[src/rtl/pa_perips_timer_sched.sv]
// pa_perips_timer_sched: multi-channel down-counting alarm timer with round-robin expiry event dispatch
module pa_perips_timer_sched #(
    parameter int CH_NUM = 4
) (
    input  logic        clk_i,
    input  logic        rst_i,
    input  logic [7:0]  addr_i,
    input  logic        data_rd_i,
    input  logic        data_we_i,
    input  logic [31:0] data_i,
    output logic [31:0] data_o,
    output logic        evt_valid_o,
    output logic [2:0]  evt_id_o,
    input  logic        evt_ready_i,
    output logic        irq_o
);
    typedef enum logic {IDLE, OFFER} state_t;
    state_t state;
    logic ctrl_en;
    logic [31:0] psc, psc_cnt, rdata;
    logic [31:0] load [CH_NUM];
    logic [31:0] count [CH_NUM];
    logic [CH_NUM-1:0] pend, ovr, ch_en, ch_os, expire, pend_clr, pend_n, ovr_n, rot;
    logic [2:0] ptr, pick, ptr_inc;
    logic [3:0] ch_idx;
    logic tick, accept, ch_hit;

    assign tick = ctrl_en && psc_cnt == psc;
    assign accept = state == OFFER && evt_ready_i;
    assign ch_hit = addr_i[7:4] != 4'd0 && int'(addr_i[7:4]) <= CH_NUM && addr_i[1:0] == 2'b00;
    assign ch_idx = addr_i[7:4] - 4'd1;
    assign ptr_inc = (int'(evt_id_o) == CH_NUM - 1) ? 3'd0 : evt_id_o + 3'd1;
    // Rotating PEND by ptr turns the wrapped search into a plain lowest-bit search
    assign rot = CH_NUM'({pend, pend} >> ptr);

    always_comb begin
        pick = ptr;
        for (int i = CH_NUM - 1; i >= 0; i--)
            if (rot[i]) pick = 3'((int'(ptr) + i) % CH_NUM);
    end

    // Expiry wins over any clear landing in the same cycle
    always_comb begin
        expire = '0;
        pend_clr = (data_we_i && addr_i == 8'h08) ? data_i[CH_NUM-1:0] : '0;
        for (int k = 0; k < CH_NUM; k++) begin
            expire[k] = tick && ch_en[k] && count[k] == 32'd0;
            if (accept && int'(evt_id_o) == k) pend_clr[k] = 1'b1;
        end
        pend_n = (pend & ~pend_clr) | expire;
        ovr_n = (ovr & ~((data_we_i && addr_i == 8'h0C) ? data_i[CH_NUM-1:0] : '0)) | (expire & pend & ~pend_clr);
    end

    always_comb begin
        rdata = '0;
        if (addr_i == 8'h00) rdata[0] = ctrl_en;
        if (addr_i == 8'h04) rdata = psc;
        if (addr_i == 8'h08) rdata[CH_NUM-1:0] = pend;
        if (addr_i == 8'h0C) rdata[CH_NUM-1:0] = ovr;
        for (int k = 0; k < CH_NUM; k++)
            if (ch_hit && int'(ch_idx) == k)
                rdata = addr_i[3:2] == 2'd0 ? {30'd0, ch_os[k], ch_en[k]} :
                        addr_i[3:2] == 2'd1 ? load[k] :
                        addr_i[3:2] == 2'd2 ? count[k] : 32'd0;
    end

    always_ff @(posedge clk_i) begin
        if (rst_i) begin
            ctrl_en <= 1'b0;
            psc <= '0;
            psc_cnt <= '0;
            pend <= '0;
            ovr <= '0;
            ch_en <= '0;
            ch_os <= '0;
            ptr <= '0;
            state <= IDLE;
            evt_valid_o <= 1'b0;
            evt_id_o <= '0;
            irq_o <= 1'b0;
            data_o <= '0;
            for (int k = 0; k < CH_NUM; k++) begin
                load[k] <= '0;
                count[k] <= '0;
            end
        end else begin
            psc_cnt <= (!ctrl_en || tick) ? '0 : psc_cnt + 32'd1;
            pend <= pend_n;
            ovr <= ovr_n;
            irq_o <= |pend_n;
            if (data_rd_i) data_o <= rdata;
            if (data_we_i && addr_i == 8'h00) ctrl_en <= data_i[0];
            if (data_we_i && addr_i == 8'h04) psc <= data_i;
            for (int k = 0; k < CH_NUM; k++) begin
                count[k] <= (!ctrl_en || !ch_en[k] || expire[k]) ? load[k] : count[k] - 32'(tick);
                if (expire[k] && ch_os[k]) ch_en[k] <= 1'b0;
                if (data_we_i && ch_hit && int'(ch_idx) == k && addr_i[3:2] == 2'd0) begin
                    ch_en[k] <= data_i[0];
                    ch_os[k] <= data_i[1];
                end
                if (data_we_i && ch_hit && int'(ch_idx) == k && addr_i[3:2] == 2'd1) load[k] <= data_i;
            end
            if (state == IDLE) begin
                if (pend != '0) begin
                    evt_id_o <= pick;
                    evt_valid_o <= 1'b1;
                    state <= OFFER;
                end
            end else if (evt_ready_i) begin
                ptr <= ptr_inc;
                evt_valid_o <= 1'b0;
                state <= IDLE;
            end
        end
    end
endmodule
[config.mk]
export PLATFORM = sky130hd
export DESIGN_NAME = pa_perips_timer_sched
export DESIGN_NICKNAME = d
export VERILOG_FILES = /design/src/rtl/pa_perips_timer_sched.sv
export SDC_FILE = /design/constraint.sdc
export NUM_CORES = 1
export LEC_CHECK = 0
export BUFFER_PORTS_ARGS = -buffer_cell sky130_fd_sc_hd__buf_2
export CORE_MARGIN = 8
export CORE_UTILIZATION = 35
export DETAILED_ROUTE_END_ITERATION = 7
export PLACE_DENSITY = 0.5
export RECOVER_POWER = 50
export SKIP_LAST_GASP = 1
export SLEW_MARGIN = 25
export SYNTH_ARGS = -nofsm -noshare
export SYNTH_HDL_FRONTEND = slang
export SYNTH_SLANG_ARGS = --single-unit
[constraint.sdc]
create_clock -name clk_i -period 10.2 [get_ports clk_i]
set_clock_uncertainty 0.15 [all_clocks]
set_input_delay 1.53 -clock clk_i [delete_from_list [all_inputs] [get_ports clk_i]]
set_output_delay 1.53 -clock clk_i [all_outputs]
set_load 0.1 [all_outputs]
After elaboration in Yosys (flattened, before gate mapping) --
Memories as Yosys holds them, arrays and structs flattened. Cells that the tools add are included.
Word-level totals: input bits 45, memories 2, word-level logic and storage cells 217, memory bits (writable) 256, register bits 122, output and inout bits 37
Cells by class: bitwise logic cells 20, order comparisons 1, reduce and logical (&&, ||, !) cells 79, equality and inequality tests 13, shifts and indexed selects 1, add/subtract/negate cells 10, mux-type cells 72
Memory list:
- count | depth 4, width 32, rd ports 4, clocked after Yosys merged registers in 0, write ports 4, line 22 | logic [31:0] count [CH_NUM];
- load | depth 4, width 32, rd ports 4, clocked after Yosys merged registers in 0, write ports 4, line 21 | logic [31:0] load [CH_NUM];
Operator list (number):
- 32-bit 2-to-1 mux | 29
- 32-bit zero test | 4
- 32-bit by 1-bit subtractor with 32-bit output | 4
- 1-bit logical AND | 41
- 1-bit 2-to-1 mux | 34
- 32-bit by 1-bit adder with 32-bit output (second input constant) | 1
- 32-bit equality test | 1
- 4-bit AND | 4
- 8-bit by 4-bit equality test with 1-bit output (second input constant) | 2
- 4-bit 2-to-1 mux | 4
- 3-bit 2-to-1 mux | 5
- 2-bit nonzero test | 5
- 1-bit logical OR | 9
- 4-bit by 3-bit equality test with 1-bit output (second input constant) | 2
- 8-bit by 3-bit equality test with 1-bit output (second input constant) | 1
- 8-bit zero test | 1
- 4-bit inverter | 2
- 1-bit bitwise OR | 8
- 4-bit bitwise OR | 2
- 4-bit nonzero test | 2
- 2-bit OR reduction | 4
- 8-bit by 3-bit right shift with 4-bit output | 1
- 3-bit equality test (second input constant) | 2
- 2-bit AND reduction | 3
- other kinds (17) | 25

Longest topological paths before layout --
Gate-level depths: netlist of run 1.
depth in word-level cells 10, depth in mapped cells 13, mapped depth without buffers 12

Worst setup path after synthesis of run 1 --
Ideal clock, no wire load.
path type input to register, from in addr_i[1], to mem load[2][0], enable pin, setup slack 5399 ps, path buffers 1, stages on the path 4, required time 9622 ps, arrival time 4222 ps, library setup time 428 ps, path through nor4_1 > nand3_1 > clkbuf_1 > o21bai_1
RTL lines:
- from (decl) | line 7 | input logic [7:0] addr_i,
- to (decl) | line 21

==> results_tabular.tex, run 1 <==
\begin{tabular}{lr}
\hline
Metric & Value \\
\hline
\multicolumn{2}{l}{\textbf{Power and ir drop}} \\
Reported leakage power & around 7 nW \\
Switching power as a share of total power & about a quarter \\
Overall power after layout & 3.50 mW \\
Proportion of power drawn by the clock network & around 46\% \\
Share of total power in combinational logic & under 10\% \\
Power spent charging and discharging nets & just under 0.9 mW \\
Internal power & approximately 2.6 mW \\
Max rail drop VDD & 97.9 uV \\
Power per cell area & between 150 and 200 nW/um2 \\
Relative contribution of sequential cells to total power & around 48\% \\
\multicolumn{2}{l}{\textbf{Run}} \\
Max-Cap Viols & 3 \\
\multicolumn{2}{l}{\textbf{Finish}} \\
Non-filler cells in the finished layout & 2842 \\
Net count of the finished layout & between 2000 and 2500 \\
Proportion of layout cells with a drive suffix above 1 & roughly a tenth \\
Commonest cells after routing, fill and taps aside & sky130\_fd\_sc\_hd\_\_dfxtp\_1 (250), sky130\_fd\_sc\_hd\_\_a21oi\_1 (209), sky130\_fd\_sc\_hd\_\_nand2\_1 (129) \\
Core Util, Final & between 30\% and 40\% \\
Most frequent standard cell in the layout excluding fill and tap cells & sky130\_fd\_sc\_hd\_\_dfxtp\_1 \\
Post-synthesis to final-layout area growth & 12.0\% \\
\multicolumn{2}{l}{\textbf{Clock tree}} \\
\# resized after CTS & 0 \\
Clock Root Buffer & sky130\_fd\_sc\_hd\_\_clkbuf\_16 \\
Number of buffers added by the clock tree synthesis step & 45 \\
Latest clock arrival within the worst-skew pair & just under 0.6 ns \\
Clock Tree Buf Depth & 3 \\
Clock H-tree levels & 2 \\
Cts-stage hold buffer count & 0 \\
CTS sink cnt & $\sim$380 \\
Post-CTS setup repair buffer count & 0 \\
CTS tree & built \\
CTS clk-pin slew, worst paths & about 0.060 ns \\
\multicolumn{2}{l}{\textbf{Critical path}} \\
Critical path peak fanout & 79 \\
Kind of start point of the critical path & input pin \\
Ordered cell list for the critical path & clkbuf\_1 -> buf\_6 -> o21bai\_1 -> buf\_16 \\
Cell with the biggest individual delay on the critical path & sky130\_fd\_sc\_hd\_\_clkbuf\_1 \\
Setup CP Type & in -> reg \\
Maximum single-stage delay on the critical path & 2.85 ns \\
Data arrival time of the critical path & 6.43 ns \\
Element type at the critical path end & register \\
Req. time, crit path & between 10 and 15 ns \\
\multicolumn{2}{l}{\textbf{Floorplanning}} \\
Effective utilization at floorplan & between 30\% and 40\% \\
Rows & 86 \\
Num ports & 82 \\
Area of the core & 55000 um2 \\
Area enclosed by the die boundary & roughly 63000 um2 \\
Die Height & 251 um \\
Width of the die & 251 um \\
\multicolumn{2}{l}{\textbf{Routing}} \\
DRC violation count after routing & 0 \\
Routed via count divided by cell count & 5.68 \\
Final wirelength & between 60000 and 70000 um \\
Violation count after the first detailed-route iteration & approximately 1100 \\
Overall via count from detail\_route & 16200 \\
WL/cell & about 24 um \\
Remaining antenna violation count after routing & 0 \\
Iteration count of the initial detailed-routing pass & 5 \\
\multicolumn{2}{l}{\textbf{GRT}} \\
Overflow left after global routing & 0 \\
Number of global-route vias before repair & between 15000 and 20000 \\
Largest net degree at the start of global routing & 80 \\
Antenna violations before repair & 5 \\
Global-route wire length before repair & 103000 um \\
Total routing usage reported by global routing & approximately 21\% \\
\multicolumn{2}{l}{\textbf{Timing}} \\
Number of hold violations in the final report & 0 \\
Max-slew violation count & about 100 \\
Count of final setup violators & 0 \\
Max Freq & 0.159 GHz \\
RSZ-0062 raised after global routing & false \\
Setup TNS Final & 0 ns \\
Time the final worst path needs with I/O delays and setup & 6.30 ns \\
Max\_slew headroom & -177\% \\
Worst-Margin Slew & 4.16 ns \\
Period utilisation layout & between 60\% and 70\% \\
\multicolumn{2}{l}{\textbf{Synthesis}} \\
Gate Count Post-Synth & about 2100 \\
Mean cell area of the mapped netlist & 9.46 um2 \\
Post-synth top flop & sky130\_fd\_sc\_hd\_\_dfxtp\_1 \\
Top-area cell type share of the netlist area & around a quarter \\
Synth warnings & 0 \\
Cell Area, Synth & $\sim$19000 um2 \\
Flip-flop and latch count after synthesis & 378 \\
Leading post-synthesis cells by cell area & sky130\_fd\_sc\_hd\_\_dfxtp\_1 (26\%), sky130\_fd\_sc\_hd\_\_edfxtp\_1 (20\%), sky130\_fd\_sc\_hd\_\_a21oi\_1 (5.4\%) \\
Post-synth EDFFs & 128 \\
Share of synthesized area occupied by flip-flops and latches & a little under half \\
Nets in the synthesized netlist & approximately 2100 \\
Async set or reset register ratio after synthesis & 0\% \\
Number of distinct library cell variants in the gate-level netlist after synthesis & 65 \\
Library cell with the largest summed area after synthesis & sky130\_fd\_sc\_hd\_\_dfxtp\_1 \\
\multicolumn{2}{l}{\textbf{Placement}} \\
Estimated wirelength of the detail-placed design & 45800 um \\
Global placement routability congestion & roughly 0.85 \\
Port Buffer Count & between 80 and 90 \\
Post-Place Cells & between 2000 and 3000 \\
\multicolumn{2}{l}{\textbf{Hold path}} \\
Hold Path Class & reg -> reg \\
\multicolumn{2}{l}{\textbf{Status}} \\
Outcome & finished, violations left \\
Violations in the final reports & capacitance limit, slew limit \\
\hline
\end{tabular}
-- sequential cells by signal (all words and copies together) (netlist names), 4 cells and up --
| signal | flops |
|---|---|
| ch_en | 4 |
| ch_os | 4 |
| count | 128 |
| data_o | 32 |
| load | 128 |
| ovr | 4 |
| pend | 4 |
| psc | 32 |
| psc_cnt | 32 |
-- layout make-up --
class / count / area [um2]
clock buffers: 61 / 1210
clock inverters: 21 / 220
well taps: 748 / 936
fillers: 5527 / 33300
repair buffers: 118 / 668
inverters: 24 / 90.1
multi-input cells: 1491 / 9760
flip-flops and latches: 378 / 8850
diodes: 1 / 2.50
-- through the flow --
step	hold WS [ns]	setup slack, ns	area, um2
3_5_place_dp	0.307	5.03	20500
6_report	0.324	3.90	21700
4_1_cts	0.324	5.50	21900
3_3_place_gp	0.309	5.21	20500
2_1_floorplan	0.303	5.40	19400
5_1_grt	0.345	3.59	21700
-- layer usage --
| metal | track usage (%) | part of all wire (%) |
|---|---|---|
| met1 | 29.5 | 47 |
| met3 | 2.65 | 5.9 |
| met4 | 6.52 | 2.8 |
| met5 | 0 | 0 |
| met2 | 32.2 | 45 |
-- logic make-up after synthesis --
family	share of synthesized area (%)
adder cells (fa/ha/maj)	0.838
XOR/XNOR	8.04
buffers and inverters	3.87
multiplexers	0.987
AO/OA/AOI/OAI	21.2
AND/OR/NAND/NOR	19.5
flip-flops	45.6
-- power groups by stage --
| stage | Clock [mW] | Sequential (mW) | Combinational [mW] |
|---|---|---|---|
| after floorplan | 0 | 1.69 | 0.147 |
| after global placement | 0 | 1.70 | 0.234 |
| after detailed placement | 0 | 1.70 | 0.238 |
| after CTS | 1.63 | 1.66 | 0.239 |
| after global routing | 1.69 | 1.67 | 0.254 |
| final | 1.60 | 1.67 | 0.236 |
-- Yosys cell counts, types with 4 or more instances --
cell / n
sky130_fd_sc_hd__nand3_1: 57
sky130_fd_sc_hd__a211oi_1: 88
sky130_fd_sc_hd__a211oi_2: 35
sky130_fd_sc_hd__nand3b_1: 7
sky130_fd_sc_hd__nand4_1: 27
sky130_fd_sc_hd__a21oi_1: 209
sky130_fd_sc_hd__dfxtp_1: 250
sky130_fd_sc_hd__and4_1: 10
sky130_fd_sc_hd__or3_1: 14
sky130_fd_sc_hd__ha_1: 13
sky130_fd_sc_hd__nand2b_1: 36
sky130_fd_sc_hd__mux2i_1: 9
sky130_fd_sc_hd__or2_2: 5
sky130_fd_sc_hd__and2_1: 134
sky130_fd_sc_hd__nor3_1: 41
sky130_fd_sc_hd__xnor2_1: 115
sky130_fd_sc_hd__a221o_1: 29
sky130_fd_sc_hd__a211o_1: 30
sky130_fd_sc_hd__and3_1: 7
sky130_fd_sc_hd__nand2_1: 129
sky130_fd_sc_hd__nor3b_1: 6
sky130_fd_sc_hd__o21bai_1: 4
sky130_fd_sc_hd__or4_1: 19
sky130_fd_sc_hd__nor4_1: 28
sky130_fd_sc_hd__edfxtp_1: 128
sky130_fd_sc_hd__nor2b_1: 9
sky130_fd_sc_hd__o21ai_0: 53
sky130_fd_sc_hd__xor2_1: 63
sky130_fd_sc_hd__nor4b_1: 4
sky130_fd_sc_hd__nor2_1: 127
sky130_fd_sc_hd__buf_1: 6
sky130_fd_sc_hd__or4_4: 5
sky130_fd_sc_hd__clkbuf_1: 140
sky130_fd_sc_hd__o211ai_1: 6
sky130_fd_sc_hd__inv_1: 24
sky130_fd_sc_hd__o22ai_1: 28
sky130_fd_sc_hd__buf_6: 8
sky130_fd_sc_hd__a22oi_1: 100
-- critical path: cells and delay by family --
kind            cells  cell delay (ns)
compound gates      1             0.90
buf+inv             3             3.92
-- path summary, 6_finish.rpt --
check	cells past startpoint	startpoint	end	slack, ns
min reg2reg	2	data_o[22]$_SDFFE_PP0P_	data_o[22]$_SDFFE_PP0P_	0.32
max reg2reg	12	psc_cnt[2]$_SDFF_PP0_	count[1][31]$_SDFF_PP0_	5.56
max	4	rst_i	load[1][17]$_SDFFCE_PN0P_	3.90
min	2	data_o[22]$_SDFFE_PP0P_	data_o[22]$_SDFFE_PP0P_	0.32
No activity file was read; power rests on OpenSTA's default activity.
==> run 2: changes to the inputs <==
--- a/config.mk
+++ b/config.mk
@@ -9,7 +9,7 @@
 export CORE_MARGIN = 8
 export CORE_UTILIZATION = 35
 export DETAILED_ROUTE_END_ITERATION = 7
-export PLACE_DENSITY = 0.5
+export PLACE_DENSITY = 0.52
 export RECOVER_POWER = 50
 export SKIP_LAST_GASP = 1
 export SLEW_MARGIN = 25
==> constraint.sdc (replaced) <==
create_clock -name clk_i -period 5.47 [get_ports clk_i]
set_clock_uncertainty 0.15 [all_clocks]
set_input_delay 0.8205 -clock clk_i [delete_from_list [all_inputs] [get_ports clk_i]]
set_output_delay 0.8205 -clock clk_i [all_outputs]
set_load 0.1 [all_outputs]
==> results_tabular.tex, run 2 (synthesis gave the netlist of run 1 again) <==
\begin{tabular}{lr}
\hline
Metric & Value \\
\hline
\multicolumn{2}{l}{\textbf{Clock tree}} \\
CTS sink cnt & 378 (unchanged) \\
CTS tree & built \\
CTS clk-pin slew, worst paths & 0.06 ns (about the same) \\
Number of buffers added by the clock tree synthesis step & 44 (-2.2\%) \\
Post-CTS setup repair buffer count & 0 (unchanged) \\
Clock Tree Buf Depth & 3 (unchanged) \\
Latest clock arrival within the worst-skew pair & 0.58 ns (about the same) \\
Cts-stage hold buffer count & 0 (unchanged) \\
\# resized after CTS & 0 (unchanged) \\
Clock Root Buffer & sky130\_fd\_sc\_hd\_\_clkbuf\_16 \\
Clock H-tree levels & 2 (unchanged) \\
\multicolumn{2}{l}{\textbf{Placement}} \\
Estimated wirelength of the detail-placed design & 44800 um (-2.2\%) \\
Global placement routability congestion & 0.905 (+7.0\%) \\
Port Buffer Count & 81 (unchanged) \\
Setup Slack @ Placement & 0.994 ns (-4.03 ns) \\
\multicolumn{2}{l}{\textbf{Power and ir drop}} \\
Proportion of power drawn by the clock network & 45.1\% (-0.6 points) \\
Internal power & 4.84 mW (+85\%) \\
Reported leakage power & 7.01 nW (-0.29\%) \\
Max rail drop VDD & 210 uV (+110\%) \\
Share of total power in combinational logic & 6.9\% (+0.2 points) \\
Power spent charging and discharging nets & 1.63 mW (+85\%) \\
Relative contribution of sequential cells to total power & 48.0\% (+0.4 points) \\
Switching power as a share of total power & 25.2\% (+0.054 points) \\
Power per cell area & 297 nW/um2 (+84\%) \\
\multicolumn{2}{l}{\textbf{Finish}} \\
Most frequent standard cell in the layout excluding fill and tap cells & sky130\_fd\_sc\_hd\_\_dfxtp\_1 \\
Commonest cells after routing, fill and taps aside & sky130\_fd\_sc\_hd\_\_dfxtp\_1 (250), sky130\_fd\_sc\_hd\_\_a21oi\_1 (209), sky130\_fd\_sc\_hd\_\_nand2\_1 (129) \\
Area taken by flip-flops and latches & 8850 um2 (unchanged) \\
Net count of the finished layout & 2118 (+0.095\%) \\
Fill cell total of the finished layout & 5555 (+0.51\%) \\
Area of the multi-input gates & 9850 um2 (+0.86\%) \\
Largest registers & count x128, load x128 \\
Post-synthesis to final-layout area growth & 12.3\% \\
Proportion of layout cells with a drive suffix above 1 & 10.5\% (+0.84 points) \\
\multicolumn{2}{l}{\textbf{GRT}} \\
Antenna violations before repair & 5 (unchanged) \\
Number of global-route vias before repair & 15800 (-1.0\%) \\
Global-route wire length before repair & 101000 um (-2.1\%) \\
Overflow left after global routing & 0 (unchanged) \\
Total routing usage reported by global routing & 20.3\% (-0.35 points) \\
Largest net degree at the start of global routing & 131 (+64\%) \\
\multicolumn{2}{l}{\textbf{Floorplanning}} \\
Num ports & 82 (unchanged) \\
Width of the die & 251 um (unchanged) \\
Area of the core & 55000 um2 (unchanged) \\
Effective utilization at floorplan & 35.3\% (unchanged) \\
Die Height & 251 um (unchanged) \\
Area enclosed by the die boundary & 63200 um2 (unchanged) \\
Rows & 86 (unchanged) \\
\multicolumn{2}{l}{\textbf{Timing}} \\
Post-route setup slack & 0.704 ns (-3.20 ns) \\
Period utilisation layout & between 80\% and 90\% \\
RSZ-0062 raised after global routing & false \\
Setup TNS Final & 0 ns (unchanged) \\
Number of hold violations in the final report & 0 (unchanged) \\
Max Freq & $\sim$0.21 GHz \\
Worst-Margin Slew & 3.11 ns (-1.05 ns) \\
Hold slack & 0.301 ns (-0.0225 ns) \\
Max\_slew headroom & -108\% (+70 points) \\
Max-slew violation count & 271 (+160\%) \\
Time the final worst path needs with I/O delays and setup & 4.77 ns \\
Count of final setup violators & 0 (unchanged) \\
\multicolumn{2}{l}{\textbf{Critical path}} \\
Data arrival time of the critical path & 4.79 ns (-1.64 ns) \\
Critical path peak fanout & 123 (+56\%) \\
Element type at the critical path end & register \\
Req. time, crit path & 5.50 ns (-4.83 ns) \\
Setup CP Type & in -> reg \\
Kind of start point of the critical path & input pin \\
\multicolumn{2}{l}{\textbf{Hold path}} \\
Hold Path Class & in -> reg \\
\multicolumn{2}{l}{\textbf{Routing}} \\
WL/cell & 23.5 um (-0.63\%) \\
Overall via count from detail\_route & 16300 (+1.2\%) \\
DRC violation count after routing & 0 (unchanged) \\
Iteration count of the initial detailed-routing pass & 5 (unchanged) \\
Violation count after the first detailed-route iteration & 1474 (+35\%) \\
Remaining antenna violation count after routing & 0 (unchanged) \\
Routed via count divided by cell count & 5.74 (+0.99\%) \\
Final wirelength & 66800 um (-0.46\%) \\
\multicolumn{2}{l}{\textbf{Status}} \\
Outcome & finished, violations left \\
Violations in the final reports & capacitance limit, slew limit \\
\multicolumn{2}{l}{\textbf{Run}} \\
Max-Cap Viols & 4 (+1) \\
\hline
\end{tabular}
[run 2: layer usage]
metal  GRT usage (%)  vias to the layer above  part of all wire, %
met5               0                        -                    0
met3            3.71                       83                  7.3
met4            5.29                        0                  2.0
met1            28.8                     8070                   45
li1                -                     7586                    -
met2            31.7                      599                   45
[run 2: power groups by stage]
stage          sequential, mW  clock [mW]  combinational, mW
2_1_floorplan            3.15           0              0.274
5_1_grt                  3.12        3.07              0.479
6_report                 3.11        2.92              0.447
4_1_cts                  3.10        2.97              0.447
3_3_place_gp             3.16           0              0.443
3_5_place_dp             3.16           0              0.445
[run 2: final timing paths]
check,startpoint,endpoint,slack [ns],cells after the start
worst max-delay path,rst_i,load[1][20]$_SDFFCE_PN0P_,0.70,3
worst max register to register,psc[1]$_SDFFE_PP0P_,count[2][30]$_SDFF_PP0_,1.00,14
worst min-delay path,evt_ready_i,evt_valid_o$_SDFFE_PP0P_,0.30,2
worst min register to register,data_o[20]$_SDFFE_PP0P_,data_o[20]$_SDFFE_PP0P_,0.32,2
[run 2: layout make-up]
cell class,count,share of cell area [%]
diodes,3,0.0345
inverters,24,0.413
flip-flops and latches,378,40.6
multi-input cells,1491,45.2
clock buffers,69,5.81
clock inverters,13,0.580
repair buffers,121,3.06
well taps,748,4.30
[run 2: metrics by stage]
stage	instances	utilization [%]	area (um2)	power [mW]
5_1_grt	2844	39.6	21800	6.67
6_report	2847	39.6	21800	6.47
4_1_cts	2843	39.9	21900	6.52
3_5_place_dp	2761	37.3	20500	3.61
3_3_place_gp	2761	37.3	20500	3.60
2_1_floorplan	2051	-	19400	3.43
[run 2: worst max-delay path: stages]
cell and delay (ns):
sky130_fd_sc_hd__clkbuf_2 2.10, sky130_fd_sc_hd__o21bai_1 0.82, sky130_fd_sc_hd__clkbuf_1 0.96
==> run 3: changes to the inputs <==
--- a/config.mk
+++ b/config.mk
@@ -5,11 +5,12 @@
 export SDC_FILE = /design/constraint.sdc
 export NUM_CORES = 1
 export LEC_CHECK = 0
-export BUFFER_PORTS_ARGS = -buffer_cell sky130_fd_sc_hd__buf_2
 export CORE_MARGIN = 8
 export CORE_UTILIZATION = 35
 export DETAILED_ROUTE_END_ITERATION = 7
-export PLACE_DENSITY = 0.52
+export DONT_BUFFER_PORTS = 1
+export GPL_ROUTABILITY_DRIVEN = 0
+export PLACE_DENSITY = 0.49
 export RECOVER_POWER = 50
 export SKIP_LAST_GASP = 1
 export SLEW_MARGIN = 25
==> results_tabular.tex, run 3 (synthesis gave the netlist of run 1 again) <==
\begin{tabular}{lr}
\hline
Metric & Value \\
\hline
\multicolumn{2}{l}{\textbf{Power and ir drop}} \\
Max rail drop VDD & 203 uV (-3.0\%) \\
Power per cell area & 305 nW/um2 (+2.8\%) \\
Reported leakage power & 6.76 nW (-3.5\%) \\
\multicolumn{2}{l}{\textbf{Critical path}} \\
Kind of start point of the critical path & input pin \\
Cell with the biggest individual delay on the critical path & sky130\_fd\_sc\_hd\_\_clkbuf\_2 \\
Setup CP Type & in -> reg \\
Req. time, crit path & 5.84 ns (+0.34 ns) \\
Critical path peak fanout & 130 (+5.7\%) \\
Ordered cell list for the critical path & nor2b\_1 -> clkbuf\_2 -> a22oi\_1 -> mux4\_2 -> o211ai\_1 -> o21ai\_0 -> nor3\_1 \\
Element type at the critical path end & register \\
Data arrival time of the critical path & 5.35 ns (+0.56 ns) \\
Maximum single-stage delay on the critical path & 2.38 ns (+0.28 ns) \\
\multicolumn{2}{l}{\textbf{Timing}} \\
Max-slew violation count & 346 (+28\%) \\
Period utilisation layout & 91.1\% (+4.0 points) \\
RSZ-0062 raised after global routing & false \\
Setup TNS Final & 0 ns (unchanged) \\
Count of final setup violators & 0 (unchanged) \\
Max\_slew headroom & -134\% (-27 points) \\
Worst-Margin Slew & 3.51 ns (+0.398 ns) \\
Number of hold violations in the final report & 0 (unchanged) \\
Max Freq & 0.201 GHz (-4.4\%) \\
Time the final worst path needs with I/O delays and setup & 4.99 ns (+0.219 ns) \\
\multicolumn{2}{l}{\textbf{Hold path}} \\
Hold Path Class & in -> reg \\
\multicolumn{2}{l}{\textbf{GRT}} \\
Global-route wire length before repair & 103000 um (+2.6\%) \\
Number of global-route vias before repair & 15600 (-1.2\%) \\
Total routing usage reported by global routing & 21.2\% (+0.88 points) \\
Antenna violations before repair & 9 (+4) \\
Largest net degree at the start of global routing & 230 (+76\%) \\
Overflow left after global routing & 0 (unchanged) \\
\multicolumn{2}{l}{\textbf{Floorplanning}} \\
Effective utilization at floorplan & 35.3\% (unchanged) \\
Area enclosed by the die boundary & 63200 um2 (unchanged) \\
Rows & 86 (unchanged) \\
Die Height & 251 um (unchanged) \\
Area of the core & 55000 um2 (unchanged) \\
Num ports & 82 (unchanged) \\
Width of the die & 251 um (unchanged) \\
\multicolumn{2}{l}{\textbf{Clock tree}} \\
Number of buffers added by the clock tree synthesis step & 46 (+4.5\%) \\
CTS clk-pin slew, worst paths & 0.06 ns (about the same) \\
CTS sink cnt & 378 (unchanged) \\
Clock Tree Buf Depth & 3 (unchanged) \\
CTS tree & built \\
Clock Root Buffer & sky130\_fd\_sc\_hd\_\_clkbuf\_16 \\
Cts-stage hold buffer count & 0 (unchanged) \\
Latest clock arrival within the worst-skew pair & 0.60 ns (+0.02 ns) \\
Clock H-tree levels & 2 (unchanged) \\
Post-CTS setup repair buffer count & 0 (unchanged) \\
\# resized after CTS & 0 (unchanged) \\
\multicolumn{2}{l}{\textbf{Finish}} \\
Most frequent standard cell in the layout excluding fill and tap cells & sky130\_fd\_sc\_hd\_\_dfxtp\_1 \\
Proportion of layout cells with a drive suffix above 1 & 8.40\% (-2.1 points) \\
Largest registers & count x128, load x128 \\
Post-synthesis to final-layout area growth & 10.6\% \\
Commonest cells after routing, fill and taps aside & sky130\_fd\_sc\_hd\_\_dfxtp\_1 (250), sky130\_fd\_sc\_hd\_\_a21oi\_1 (209), sky130\_fd\_sc\_hd\_\_nand2\_1 (129) \\
Net count of the finished layout & 2034 (-4.0\%) \\
Core Util, Final & 39.0\% (-0.59 points) \\
\multicolumn{2}{l}{\textbf{Status}} \\
Violations in the final reports & capacitance limit, slew limit \\
Outcome & finished, violations left \\
\multicolumn{2}{l}{\textbf{Run}} \\
Max-Cap Viols & 10 (+6) \\
\multicolumn{2}{l}{\textbf{Routing}} \\
Remaining antenna violation count after routing & 0 (unchanged) \\
Iteration count of the initial detailed-routing pass & 6 (+1) \\
Routed via count divided by cell count & 5.80 (+1.0\%) \\
Overall via count from detail\_route & 16000 (-1.9\%) \\
WL/cell & 25.0 um (+6.6\%) \\
DRC violation count after routing & 0 (unchanged) \\
Final wirelength & 69100 um (+3.5\%) \\
Violation count after the first detailed-route iteration & 1378 (-6.5\%) \\
\multicolumn{2}{l}{\textbf{Placement}} \\
Port Buffer Count & 0 (-100\%) \\
Estimated wirelength of the detail-placed design & 45600 um (+1.9\%) \\
\hline
\end{tabular}
==> run 3: layout make-up <==
class | instances | area, um2
inverters | 24 | 90.1
diodes | 2 | 5.00
fillers | 5506 | 33500
flip-flops and latches | 378 | 8850
clock inverters | 19 | 218
multi-input cells | 1491 | 9850
well taps | 748 | 936
clock buffers | 66 | 1290
repair buffers | 35 | 224
==> run 3: metal layers <==
layer	vias to the layer above	track usage, %	wire length, um
li1	7422	-	-
met1	8001	30.0	31700
met2	511	33.3	31300
met3	86	3.23	4450
met4	2	6.14	1600
met5	-	0	9
==> run 3: report_power, final <==
group | internal [mW] | switching (mW)
registers | 3.01 | 0.122
logic | 0.131 | 0.188
clock network | 1.83 | 1.27
==> run 3: critical path, delay by kind of cell <==
kind                   cells  cell delay (ns)
AND/OR/NAND/NOR            2             0.30
multiplexers               1             0.67
AO/OA/AOI/OAI              3             1.08
buffers and inverters      1             2.38
==> run 3: path summary, 6_finish.rpt <==
kind / startpoint / endpoint / slack [ns] / cells after the start
worst max-delay path: addr_i[2] / data_o[3]$_SDFFE_PP0P_ / 0.48 / 7
worst min-delay path: evt_ready_i / evt_valid_o$_SDFFE_PP0P_ / 0.17 / 1
worst max register to register: psc_cnt[2]$_SDFF_PP0_ / count[1][31]$_SDFF_PP0_ / 0.74 / 11
worst min register to register: psc[28]$_SDFFE_PP0P_ / psc[28]$_SDFFE_PP0P_ / 0.34 / 2
==> run 3: per-stage QoR <==
step | area, um2 | hold slack [ns] | std cells | worst slack, ns | total power [mW]
after floorplan | 19400 | 0.303 | 2051 | 1.38 | 3.43
after detailed placement | 20100 | 0.332 | 2675 | 0.846 | 3.51
after CTS | 21600 | 0.125 | 2760 | 0.777 | 6.63
after global placement | 20000 | 0.318 | 2672 | 0.849 | 3.50
final | 21500 | 0.167 | 2763 | 0.485 | 6.55
after global routing | 21500 | 0.146 | 2761 | 0.304 | 6.76
